$ cat config.mk
export PLATFORM = sky130hd
export DESIGN_NAME = reg_file_sb
export DESIGN_NICKNAME = d
export VERILOG_FILES = /design/src/rtl/reg_file_sb.sv
export SDC_FILE = /design/constraint.sdc
export NUM_CORES = 1
export LEC_CHECK = 0
export BUFFER_PORTS_ARGS = -buffer_cell sky130_fd_sc_hd__buf_4
export CORE_MARGIN = 4
export CORE_UTILIZATION = 25
export DETAILED_ROUTE_END_ITERATION = 6
export PLACE_DENSITY = 0.44
export SYNTH_ARGS = -nofsm -noshare
export SYNTH_HDL_FRONTEND = slang
export SYNTH_SLANG_ARGS = --single-unit
$ cat constraint.sdc
create_clock -name clk -period 1.95 [get_ports clk]
set_input_delay 0.39 -clock clk [delete_from_list [all_inputs] [get_ports clk]]
set_output_delay 0.39 -clock clk [all_outputs]
set_load 0.01 [all_outputs]
$ cat src/rtl/reg_file_sb.sv
// reg_file_sb: parametrised register file with a per-register busy scoreboard.
// Two combinational read ports, one synchronous write port, one reservation
// port. A reservation marks a register busy until it is written back; a
// reservation of an already-busy register (without a same-cycle write to it)
// raises a one-cycle rsv_err pulse.
// Optional feature: define REGFILE_BYPASS_EN to forward the same-cycle write
// data (and the busy clear) onto the read ports.
module reg_file_sb #(
  parameter int unsigned WIDTH    = 32'd16,
  parameter int unsigned ADDR_W   = 32'd2,
  parameter int unsigned ZERO_REG = 32'd0
) (
  input  logic                    clk,
  input  logic                    reset_n,
  input  logic [ADDR_W-1:0]       rd_addr1,
  input  logic [ADDR_W-1:0]       rd_addr2,
  output logic [WIDTH-1:0]        rd_data1,
  output logic [WIDTH-1:0]        rd_data2,
  output logic                    rd_busy1,
  output logic                    rd_busy2,
  input  logic                    rsv_en,
  input  logic [ADDR_W-1:0]       rsv_addr,
  input  logic                    wr_en,
  input  logic [ADDR_W-1:0]       wr_addr,
  input  logic [WIDTH-1:0]        wr_data,
  output logic [(2**ADDR_W)-1:0]  busy_vec,
  output logic                    rsv_err
);

  localparam int unsigned DEPTH = 32'd2 ** ADDR_W;

  logic [WIDTH-1:0] r_mem [DEPTH];
  logic [DEPTH-1:0] r_busy;
  logic             r_rsv_err;

  logic             w_wr_ok;
  logic             w_rsv_ok;
  logic [DEPTH-1:0] w_busy_nxt;
  logic             w_rsv_err_nxt;
  logic [WIDTH:0]   w_rd1;
  logic [WIDTH:0]   w_rd2;

  // True when addr is the hardwired zero register (only with ZERO_REG set).
  function automatic logic is_zero_reg(input logic [ADDR_W-1:0] addr);
    return (ZERO_REG != 32'd0) && (addr == {ADDR_W{1'b0}});
  endfunction

  // Resolve one read port: returns {busy, data}, independent of the other port.
  function automatic logic [WIDTH:0] read_port(input logic [ADDR_W-1:0] addr);
    logic [WIDTH-1:0] data;
    logic             busy;
    data = r_mem[addr];
    busy = r_busy[addr];
`ifdef REGFILE_BYPASS_EN
    if (w_wr_ok && (wr_addr == addr)) begin
      data = wr_data;
      // A same-cycle reservation of this register keeps its current busy bit.
      if (rsv_en && (rsv_addr == addr)) begin
        busy = r_busy[addr];
      end else begin
        busy = 1'b0;
      end
    end else begin
      data = r_mem[addr];
    end
`endif
    if (is_zero_reg(addr)) begin
      data = {WIDTH{1'b0}};
      busy = 1'b0;
    end else begin
      busy = busy;
    end
    return {busy, data};
  endfunction

  assign w_wr_ok  = wr_en  & ~is_zero_reg(wr_addr);
  assign w_rsv_ok = rsv_en & ~is_zero_reg(rsv_addr);

  // Store write data; reset clears the whole array.
  always_ff @(posedge clk or negedge reset_n) begin
    if (!reset_n) begin
      for (int i = 0; i < DEPTH; i++) begin
        r_mem[i] <= {WIDTH{1'b0}};
      end
    end else if (w_wr_ok) begin
      r_mem[wr_addr] <= wr_data;
    end
  end

  // Next busy bits: reservation sets, write clears, reservation wins a tie.
  always_comb begin
    w_busy_nxt = r_busy;
    for (int i = 0; i < DEPTH; i++) begin
      if (w_rsv_ok && (rsv_addr == ADDR_W'(i))) begin
        w_busy_nxt[i] = 1'b1;
      end else if (w_wr_ok && (wr_addr == ADDR_W'(i))) begin
        w_busy_nxt[i] = 1'b0;
      end else begin
        w_busy_nxt[i] = r_busy[i];
      end
    end
  end

  // WAW: reserving a busy register that is not being written this cycle.
  assign w_rsv_err_nxt = w_rsv_ok & r_busy[rsv_addr] & ~(wr_en & (wr_addr == rsv_addr));

  // Busy scoreboard and error pulse registers.
  always_ff @(posedge clk or negedge reset_n) begin
    if (!reset_n) begin
      r_busy    <= {DEPTH{1'b0}};
      r_rsv_err <= 1'b0;
    end else begin
      r_busy    <= w_busy_nxt;
      r_rsv_err <= w_rsv_err_nxt;
    end
  end

  // Read port 1 resolution.
  always_comb begin
    w_rd1 = read_port(rd_addr1);
  end

  // Read port 2 resolution.
  always_comb begin
    w_rd2 = read_port(rd_addr2);
  end

  assign rd_data1 = w_rd1[WIDTH-1:0];
  assign rd_busy1 = w_rd1[WIDTH];
  assign rd_data2 = w_rd2[WIDTH-1:0];
  assign rd_busy2 = w_rd2[WIDTH];
  assign busy_vec = r_busy;
  assign rsv_err  = r_rsv_err;

endmodule

==> metrics <==
top cell type's share of synthesized area=50.25%; Crit path max-delay family=multiplexers; PortBufs=66; total clock buffers created by CTS=9; max cap viols=0; Hold WS=292.5 ps; die width=125.2 um; Num Clock Sinks=69; largest net degree at the start of global routing=47; Ys Warns=0; synthesized net count=226; Hold Path Class=input port to flop; layout cells sized above 1=69.93%; n_diodes=0; # hold bufs at CTS=1; CP cell instances=buf_4 -> buf_4 -> mux4_2 -> buf_4; Synth cell types=17; cells resized by post-CTS repair=0; skew final=3.155 ps; Placed Area=4214 um2; Total Power Consumption=5023 uW; Slew headroom=61.76%; first-pass GRT wire length=14.05 mm; Synth async-reset ratio=100.0%; Synth Flop Type=dfrtp_1; clock group share of total power=39.0%; CTS H-tree depth=3; die height=125.2 um; unrepaired setup endpoints after global routing=no; Synth Area in Compound Gates=1.238%; total die area=15680 um2; wire per inst=19.11 um; slowest cell on the critical path=mux4_2; post-DR vias/cell=4.635; fillers=1306; endpoints failing hold=0; CP max FO=7; placed insts=435; synth top area cells=dfrtp_1 (50%), mux4_2 (23%), mux2_2 (21%); Synth Register Bits=69; initial antenna violation count=0; largest family of logic cells by synthesized area=multiplexers; leak pwr=0.001933 uW; Setup Total Neg Slack=0 ps; hold wc startpoint=rsv_addr[0]; Clk Latency, worst-skew pair=330 ps; Tcrit/Tclk final=92.21%; clock root cell=clkbuf_16; post-synth top area cell=dfrtp_1; antenna-violating nets left=0; most frequent cell after synthesis=dfrtp_1; Setup crit end kind=primary output; placer congestion estimate=0.7270; highest clock rate=0.5562 GHz; Nets=299; # IOs=67; Slew Viols, Final=0; Synth Area in Simple Gates=1.784%; vias in the first global route=2301; CP most frequent cell=buf_4; Post-Synth Adder-Cell Area=0%; final instance area=4584 um2; Req. time, crit path=1560 ps; Flop pwr share=37.7%; sw frac=24.37%; Initial Util=25.74%; Max VDD drop=0.4075 mV; Worst Path Arrival=1410 ps; status=complete, no violations; startpoint class of the critical path=input port; Final Non-Filler Cells=452; Core Region=13350 um2; Avg Synthesized Cell Area=17.35 um2; Syn Inst Count=198; CTS max path bufs=2; reg2reg start=busy_vec[3]$_DFFE_PN0P_; drt drc=0; CTS tree=built; routed vias=2095; WL final=8.637 mm; grt total ovfl=0; Mapped Area=3436 um2; Worst R2R End=rsv_err$_DFF_PN0_; Max stage delay on crit path=540 ps; Hold Path Stages=2; crit path from=rd_addr1[0]; FP Rows=42; Initial DRT Pass Iterations=4; Post-synth EDFFs=0; PD cells=1096 nW/um2; Post-Synth XOR/XNOR Area=0.5098%; P&R area growth vs syn=33.43%; final setup violation count=0; Clk pin slew, worst setup/hold paths=50 ps; Least-Margin Pin Slew=573.0 ps; P_sw=1224 uW; drt initial violations=74; reg2reg path depth=2; multiplexer area fraction after synthesis=43.92%; Post-CTS Setup Bufs=0; P_int=3799 uW; min Tclk post-route=1798 ps; register area share after synthesis=50.25%; hpwl dp=5.848 mm; WP buf/inv=3; Hold Path Sink=busy_vec[2]$_DFFE_PN0P_; critical path class=input port to primary output; commonest cells in the netlist=dfrtp_1 (69), mux2_2 (64), mux4_2 (35); part of the power in combinational logic=23.3%; Total GRT Usage=11.64%; r2r setup slk=810 ps
[flip-flops by register name, indices dropped and copies added (netlist names)]
signal    cells
busy_vec      4
r_mem        64
rsv_err       1
[placed cells by master (no fill, tap or decap)]
master / n
buf_4: 70
dfrtp_1: 69
mux2_2: 64
mux4_2: 35
clkbuf_16: 9
buf_12: 5
inv_1: 3
o2bb2ai_1: 3
bufinv_16: 3
clkbuf_8: 3
xor2_1: 2
nand3b_2: 2
o311a_1: 1
nand3_2: 1
nor3b_4: 1
nand2b_1: 1
o22ai_1: 1
nand2_1: 1
clkbuf_1: 1
dlygate4sd3_1: 1
[metrics by stage]
stage	worst slack [ps]	util (%)
3_5_place_dp	150.8	31.57
2_1_floorplan	55.44	-
3_3_place_gp	156.2	31.57
5_1_grt	119.8	34.35
4_1_cts	147.9	34.35
6_report	151.9	34.35
[power groups by stage]
stage	logic, uW	registers, uW	clock network (uW)
detailed placement	1190	1920	0
finish	1170	1900	1960
floorplan	697	1860	0
CTS	1200	1890	2000
global route	1270	1930	2060
global placement	1180	1910	0
[worst max-delay path by stage]
stage / end / slack [ps] / cells past startpoint
2_1_floorplan: rd_data1[10] / 60 / 3
3_3_place_gp: rd_data1[5] / 160 / 4
3_5_place_dp: rd_data1[5] / 150 / 4
4_1_cts: rd_data1[5] / 150 / 4
5_1_grt: rd_data1[5] / 120 / 4
6_report: rd_data1[5] / 150 / 4
[routing by layer]
metal | up-vias | routed length [um] | track usage [%]
met5 | - | 0 | 0
met1 | 1110 | 3905 | 15.16
li1 | 924 | - | -
met4 | 0 | 139 | 4.209
met3 | 11 | 384 | 3.070
met2 | 50 | 4207 | 18.79
[cell type report]
cell class | instances | area, um2 | share of cell area [%]
clock buffers | 13 | 270.3 | 5.895
clock inverters | 3 | 90.09 | 1.965
inverters | 3 | 11.26 | 0.2456
multi-input cells | 112 | 1630 | 35.56
flip-flops and latches | 69 | 1727 | 37.66
well taps | 176 | 220.2 | 4.803
repair buffers | 76 | 635.6 | 13.86
[kinds of logic after synthesis]
kind of cell           Yosys count
multiplexers                    99
flip-flops                      69
AO/OA/AOI/OAI                    5
XOR/XNOR                         2
buffers and inverters           17
AND/OR/NAND/NOR                  6
Note: power is estimated with default switching activity, not from simulation.
